==> config.mk <==
export PLATFORM = sky130hd
export DESIGN_NAME = pwm_peripheral
export DESIGN_NICKNAME = d
export VERILOG_FILES = /design/src/rtl/pwm_pkg.sv /design/src/rtl/pwm_timebase.sv /design/src/rtl/pwm_peripheral.sv
export SDC_FILE = /design/constraint.sdc
export NUM_CORES = 1
export LEC_CHECK = 0
export CAP_MARGIN = 10
export CELL_PAD_IN_SITES_DETAIL_PLACEMENT = 1
export CELL_PAD_IN_SITES_GLOBAL_PLACEMENT = 1
export CORE_MARGIN = 3
export CORE_UTILIZATION = 28
export DETAILED_ROUTE_END_ITERATION = 10
export PLACE_DENSITY = 0.76
export SLEW_MARGIN = 20
export SYNTH_ARGS = -nofsm -noshare
export SYNTH_HDL_FRONTEND = slang
export SYNTH_SLANG_ARGS = --single-unit
==> constraint.sdc <==
create_clock -name clk -period 1.6 [get_ports clk]
set_input_delay 0.48 -clock clk [delete_from_list [all_inputs] [get_ports clk]]
set_output_delay 0.48 -clock clk [all_outputs]
set_load 0.01 [all_outputs]
==> src/rtl/pwm_pkg.sv <==
// Shared constants and the per-pin drive function for the PWM output block.
// Optional duty shadowing is selected in pwm_peripheral by PWM_DUTY_SHADOW_EN.
package pwm_pkg;

  localparam int         PWM_STEPS   = 255;
  localparam logic [7:0] PWM_CNT_MAX = 8'(PWM_STEPS - 1);
  localparam int         NUM_PINS    = 16;
  localparam int         DUTY_W      = 8;

  // Disabled pins are forced low; enabled pins are static high unless in PWM mode.
  function automatic logic pin_drive(input logic en_out, input logic en_pwm, input logic pwm_sig);
    return en_out ? (en_pwm ? pwm_sig : 1'b1) : 1'b0;
  endfunction

endpackage

==> src/rtl/pwm_timebase.sv <==
// Clock prescaler plus 0..254 PWM step counter; wrap flags the last clk of a period.
// Free-running, no backpressure; wrap is combinational from the registered counters.
module pwm_timebase
  import pwm_pkg::*;
#(
  parameter int CLK_DIV = 13
) (
  input  logic              clk,
  input  logic              rst_n,
  output logic [DUTY_W-1:0] pwm_cnt,
  output logic              wrap
);

  // Keep at least one prescaler bit so CLK_DIV = 1 still elaborates cleanly.
  localparam int            PW        = (CLK_DIV > 1) ? $clog2(CLK_DIV) : 1;
  localparam logic [PW-1:0] PRESC_MAX = PW'(CLK_DIV - 1);

  logic [PW-1:0]     presc_q, presc_d;
  logic [DUTY_W-1:0] cnt_q, cnt_d;
  logic              step;

  always_comb begin
    step    = (presc_q == PRESC_MAX);
    presc_d = step ? '0 : presc_q + 1'b1;
    cnt_d   = cnt_q;
    if (step) begin
      cnt_d = (cnt_q == PWM_CNT_MAX) ? '0 : cnt_q + 8'd1;
    end
  end

  always_ff @(posedge clk or negedge rst_n) begin
    if (!rst_n) begin
      presc_q <= '0;
      cnt_q   <= '0;
    end else begin
      presc_q <= presc_d;
      cnt_q   <= cnt_d;
    end
  end

  assign pwm_cnt = cnt_q;
  assign wrap    = step && (cnt_q == PWM_CNT_MAX);

endmodule

==> src/rtl/pwm_peripheral.sv <==
// 16-pin PWM/static output stage fed by the SPI config registers; 1 clk register-to-pin latency.
// No backpressure. Define PWM_DUTY_SHADOW_EN to latch duty only at period wrap.
module pwm_peripheral
  import pwm_pkg::*;
#(
  parameter int CLK_DIV = 13
) (
  input  logic                clk,
  input  logic                rst_n,
  input  logic [7:0]          en_reg_out_7_0,
  input  logic [7:0]          en_reg_out_15_8,
  input  logic [7:0]          en_reg_pwm_7_0,
  input  logic [7:0]          en_reg_pwm_15_8,
  input  logic [DUTY_W-1:0]   pwm_duty_cycle,
  output logic [NUM_PINS-1:0] out,
  output logic                period_tick
);

  logic [DUTY_W-1:0]   pwm_cnt;
  logic                wrap;
  logic [DUTY_W-1:0]   duty_q;
  logic                pwm_sig;
  logic [NUM_PINS-1:0] en_out, en_pwm;
  logic [NUM_PINS-1:0] out_q, out_d;
  logic                tick_q;

  pwm_timebase #(
    .CLK_DIV (CLK_DIV)
  ) u_timebase (
    .clk     (clk),
    .rst_n   (rst_n),
    .pwm_cnt (pwm_cnt),
    .wrap    (wrap)
  );

`ifdef PWM_DUTY_SHADOW_EN
  // Loading on the wrap clk makes the new duty apply from the next pwm_cnt = 0.
  logic [DUTY_W-1:0] duty_d;

  assign duty_d = wrap ? pwm_duty_cycle : duty_q;

  always_ff @(posedge clk or negedge rst_n) begin
    if (!rst_n) begin
      duty_q <= '0;
    end else begin
      duty_q <= duty_d;
    end
  end
`else
  assign duty_q = pwm_duty_cycle;
`endif

  // pwm_cnt tops out at 254, so duty 0xFF is always high and 0x00 never.
  assign pwm_sig = (pwm_cnt < duty_q);
  assign en_out  = {en_reg_out_15_8, en_reg_out_7_0};
  assign en_pwm  = {en_reg_pwm_15_8, en_reg_pwm_7_0};

  always_comb begin
    out_d = '0;
    for (int i = 0; i < NUM_PINS; i++) begin
      out_d[i] = pin_drive(en_out[i], en_pwm[i], pwm_sig);
    end
  end

  always_ff @(posedge clk or negedge rst_n) begin
    if (!rst_n) begin
      out_q  <= '0;
      tick_q <= 1'b0;
    end else begin
      out_q  <= out_d;
      tick_q <= wrap;
    end
  end

  assign out         = out_q;
  assign period_tick = tick_q;

endmodule
==> reports/metrics.yaml <==
vias: 1315
core_um2: 4820
cts_num_sinks: 29
first_global_vias: 1413
dp_hpwl_um: 2920
layout_common_cells: "clkdlybuf4s50_1, dfrtp_1, inv_1"
drc_errors: 0
ys.flop_type: "dfrtp_1"
synth_top_family_by_area: "compound AO/OA/AOI/OAI gates"
ir_worst_vdd_mv: 0.455
relSlewSlack_pct: 80.3
finalClockSkew_ns: 0.00567
h-tree-depth: 2
areaGrowthSynthToFinish_pct: 73.7
io_buffers: 58
cp-end-kind: "flop"
die_h_um: 77.4
viasPerCell: 4.60
ys_seq_area_share_pct: 50.8
antenna_found_initial: 0
crit_arrival_ns: 1.90
pin_count: 59
syn_area_um2: 1430
cts_tree: "yes"
hold_buffers: 0
synthSimpleGateAreaFrac_pct: 10.9
fin_crit_sh_pct: 106
total_power_mw: 1.79
synth.area.top_cells: "dfrtp_1, ha_1, inv_1"
hold_viol: 0
postRouteAntennaNets: 0
synth_top_area_share_pct: 50.8
synth_fa_ha_area_share_pct: 9.63
rows: 25
final_common_cell: "clkdlybuf4s50_1"
die-area_um2: 6000
muxShareOfSynthArea_pct: 1.05
cap_violations: 0
period_minus_slack_ns: 1.70
avgSynthCellArea_um2: 10.7
final_layout_size_suffix_gt1_share_pct: 23.3
violations: "setup timing"
worst_pin_slew_ns: 0.294
grt_pass1_wl_um: 6380
grt-ovfl-total: 0
critPathLaunch: "u_timebase.pwm_cnt[5]"
status: "finished with violations"
initial_core_util_pct: 29.7
dpl_cell_area_um2: 2220
synth_nets: 186
drv_slew: 0
wl_per_cell_um: 14.5
critical_path_class: "reg2reg"
fin_hold_ws_ns: 0.548
rsz0062_at_grt: "yes"
powerDensity_nw_per_um2: 721
finalSetupViolations: 16
clock_tree.root_cell: "clkbuf_8"
synth_edf_count: 0
cts.path.max_buffers: 2
groute.usage.overall_pct: 13.9
r2r-start: "u_timebase.pwm_cnt[5]"
p_leak_nw: 1.18
grt_max_degree: 30
fin_ws_ns: -0.101
first_pass_iters: 4
antennaDiodeCount: 0
fin_nets: 271
synth.largest_area_cell: "dfrtp_1"
clk_latency_ns: 0.28
hold_path_startpoint: "u_timebase.presc_q[0]"
synth-compound-area-share_pct: 16.9
synth-async-reset-ratio_pct: 100
fin_cells: 286
synth_xor_area_share_pct: 1.84
cp-start-kind: "flop"
gp_congestion: 0.731
ys_warn_count: 0
drt_iter0_markers: 54
fin_area_um2: 2480
totalWireLength_um: 4160
die_width_um: 77.4
synth_cells: 133
cts_made_buffers: 5
path_clk_slew_ns: 0.07
critPathRequiredTime_ns: 1.79
hold_class: "reg2reg"
ys_ff_latch: 29
dp_cells: 271
crit_fanout: 8
fmax_mhz: 588
synth_cell_types: 33
-- stage by stage --
stage          util [%]  TNS [ns]  worst slack, ns
2_1_floorplan         -    -0.447          -0.0447
3_3_place_gp       46.1    -11.35           -0.713
3_5_place_dp       46.1    -11.98           -0.800
4_1_cts            50.4     -1.63           -0.147
5_1_grt            51.5     -2.10           -0.154
6_report           51.5     -1.16           -0.101
-- routing by layer --
| layer | vias to the layer above | part of all wire, % | global-route usage [%] |
|---|---|---|---|
| met2 | 38 | 56 | 25.4 |
| met5 | - | 0 | 0 |
| met3 | 2 | 7.2 | 5.80 |
| li1 | 634 | - | - |
| met4 | 0 | 0.53 | 4.27 |
| met1 | 641 | 36 | 14.2 |
-- area by class of cell --
| class | instances | area (um^2) |
|---|---|---|
| clock buffers | 7 | 86.3 |
| inverters | 28 | 113 |
| flip-flops and latches | 29 | 726 |
| multi-input cells | 76 | 716 |
| repair buffers | 78 | 728 |
| fillers | 549 | 2330 |
| well taps | 67 | 83.8 |
| clock inverters | 1 | 30.0 |
-- flip-flops by register name, summed over array words and instances, names as in the netlist --
register	count
out	16
u_timebase.pwm_cnt	8
u_timebase.presc_q	4
period_tick	1
-- synthesized netlist by cell type, types with 2 or more instances --
cell type and number:
nand2_1 3, nor2_1 6, nand3_1 2, o21ai_0 3, a31oi_1 16, nor3_1 3
o21ai_1 2, a21oi_1 2, ha_1 11, inv_1 28, dfrtp_1 29, xnor2_1 2
nand4_1 3, or3_1 2, and3_1 2, buf_6 2
-- logic make-up after synthesis --
kind of cell,after synthesis
AO/OA/AOI/OAI,33
XOR/XNOR,3
adder cells (fa/ha/maj),11
buffers and inverters,30
flip-flops,29
multiplexers,1
AND/OR/NAND/NOR,26
-- worst paths after layout --
path                                    endpoint  slack, ns  depth (start not counted)
setup reg to reg                         out[15]      -0.10                          6
setup / recovery                         out[15]      -0.10                          6
hold reg to reg            u_timebase.presc_q[0]       0.55                          2
min in group asynchronous            period_tick       0.56                          2
hold / removal             u_timebase.presc_q[0]       0.55                          2
max in group asynchronous  u_timebase.pwm_cnt[7]       0.87                          2
-- worst max-delay path, cell delays in order, from the launching register on --
cell and delay [ns]:
dfrtp_1 0.42, ha_4 0.23, a211o_1 0.29, a21oi_4 0.21
buf_12 0.14, nand2_2 0.12, a31oi_1 0.22
-- repair_timing --
| item | 4_1_cts | 5_1_grt |
|---|---|---|
| gates resized for setup | 39 | 3 |
| hold endpoints to repair | 0 | 0 |
| setup buffers | 3 | 2 |
| gates cloned | 1 | 1 |
| pin swaps | 18 | 10 |
| setup endpoints to repair | 34 | 21 |
-- power by group --
| part | internal, mW | switching [mW] | total [mW] |
|---|---|---|---|
| registers | 0.754 | 0.00504 | 0.759 |
| logic | 0.145 | 0.0951 | 0.240 |
| clock network | 0.507 | 0.282 | 0.790 |
| total | 1.41 | 0.382 | 1.79 |
No activity file was read; power rests on OpenSTA's default activity.
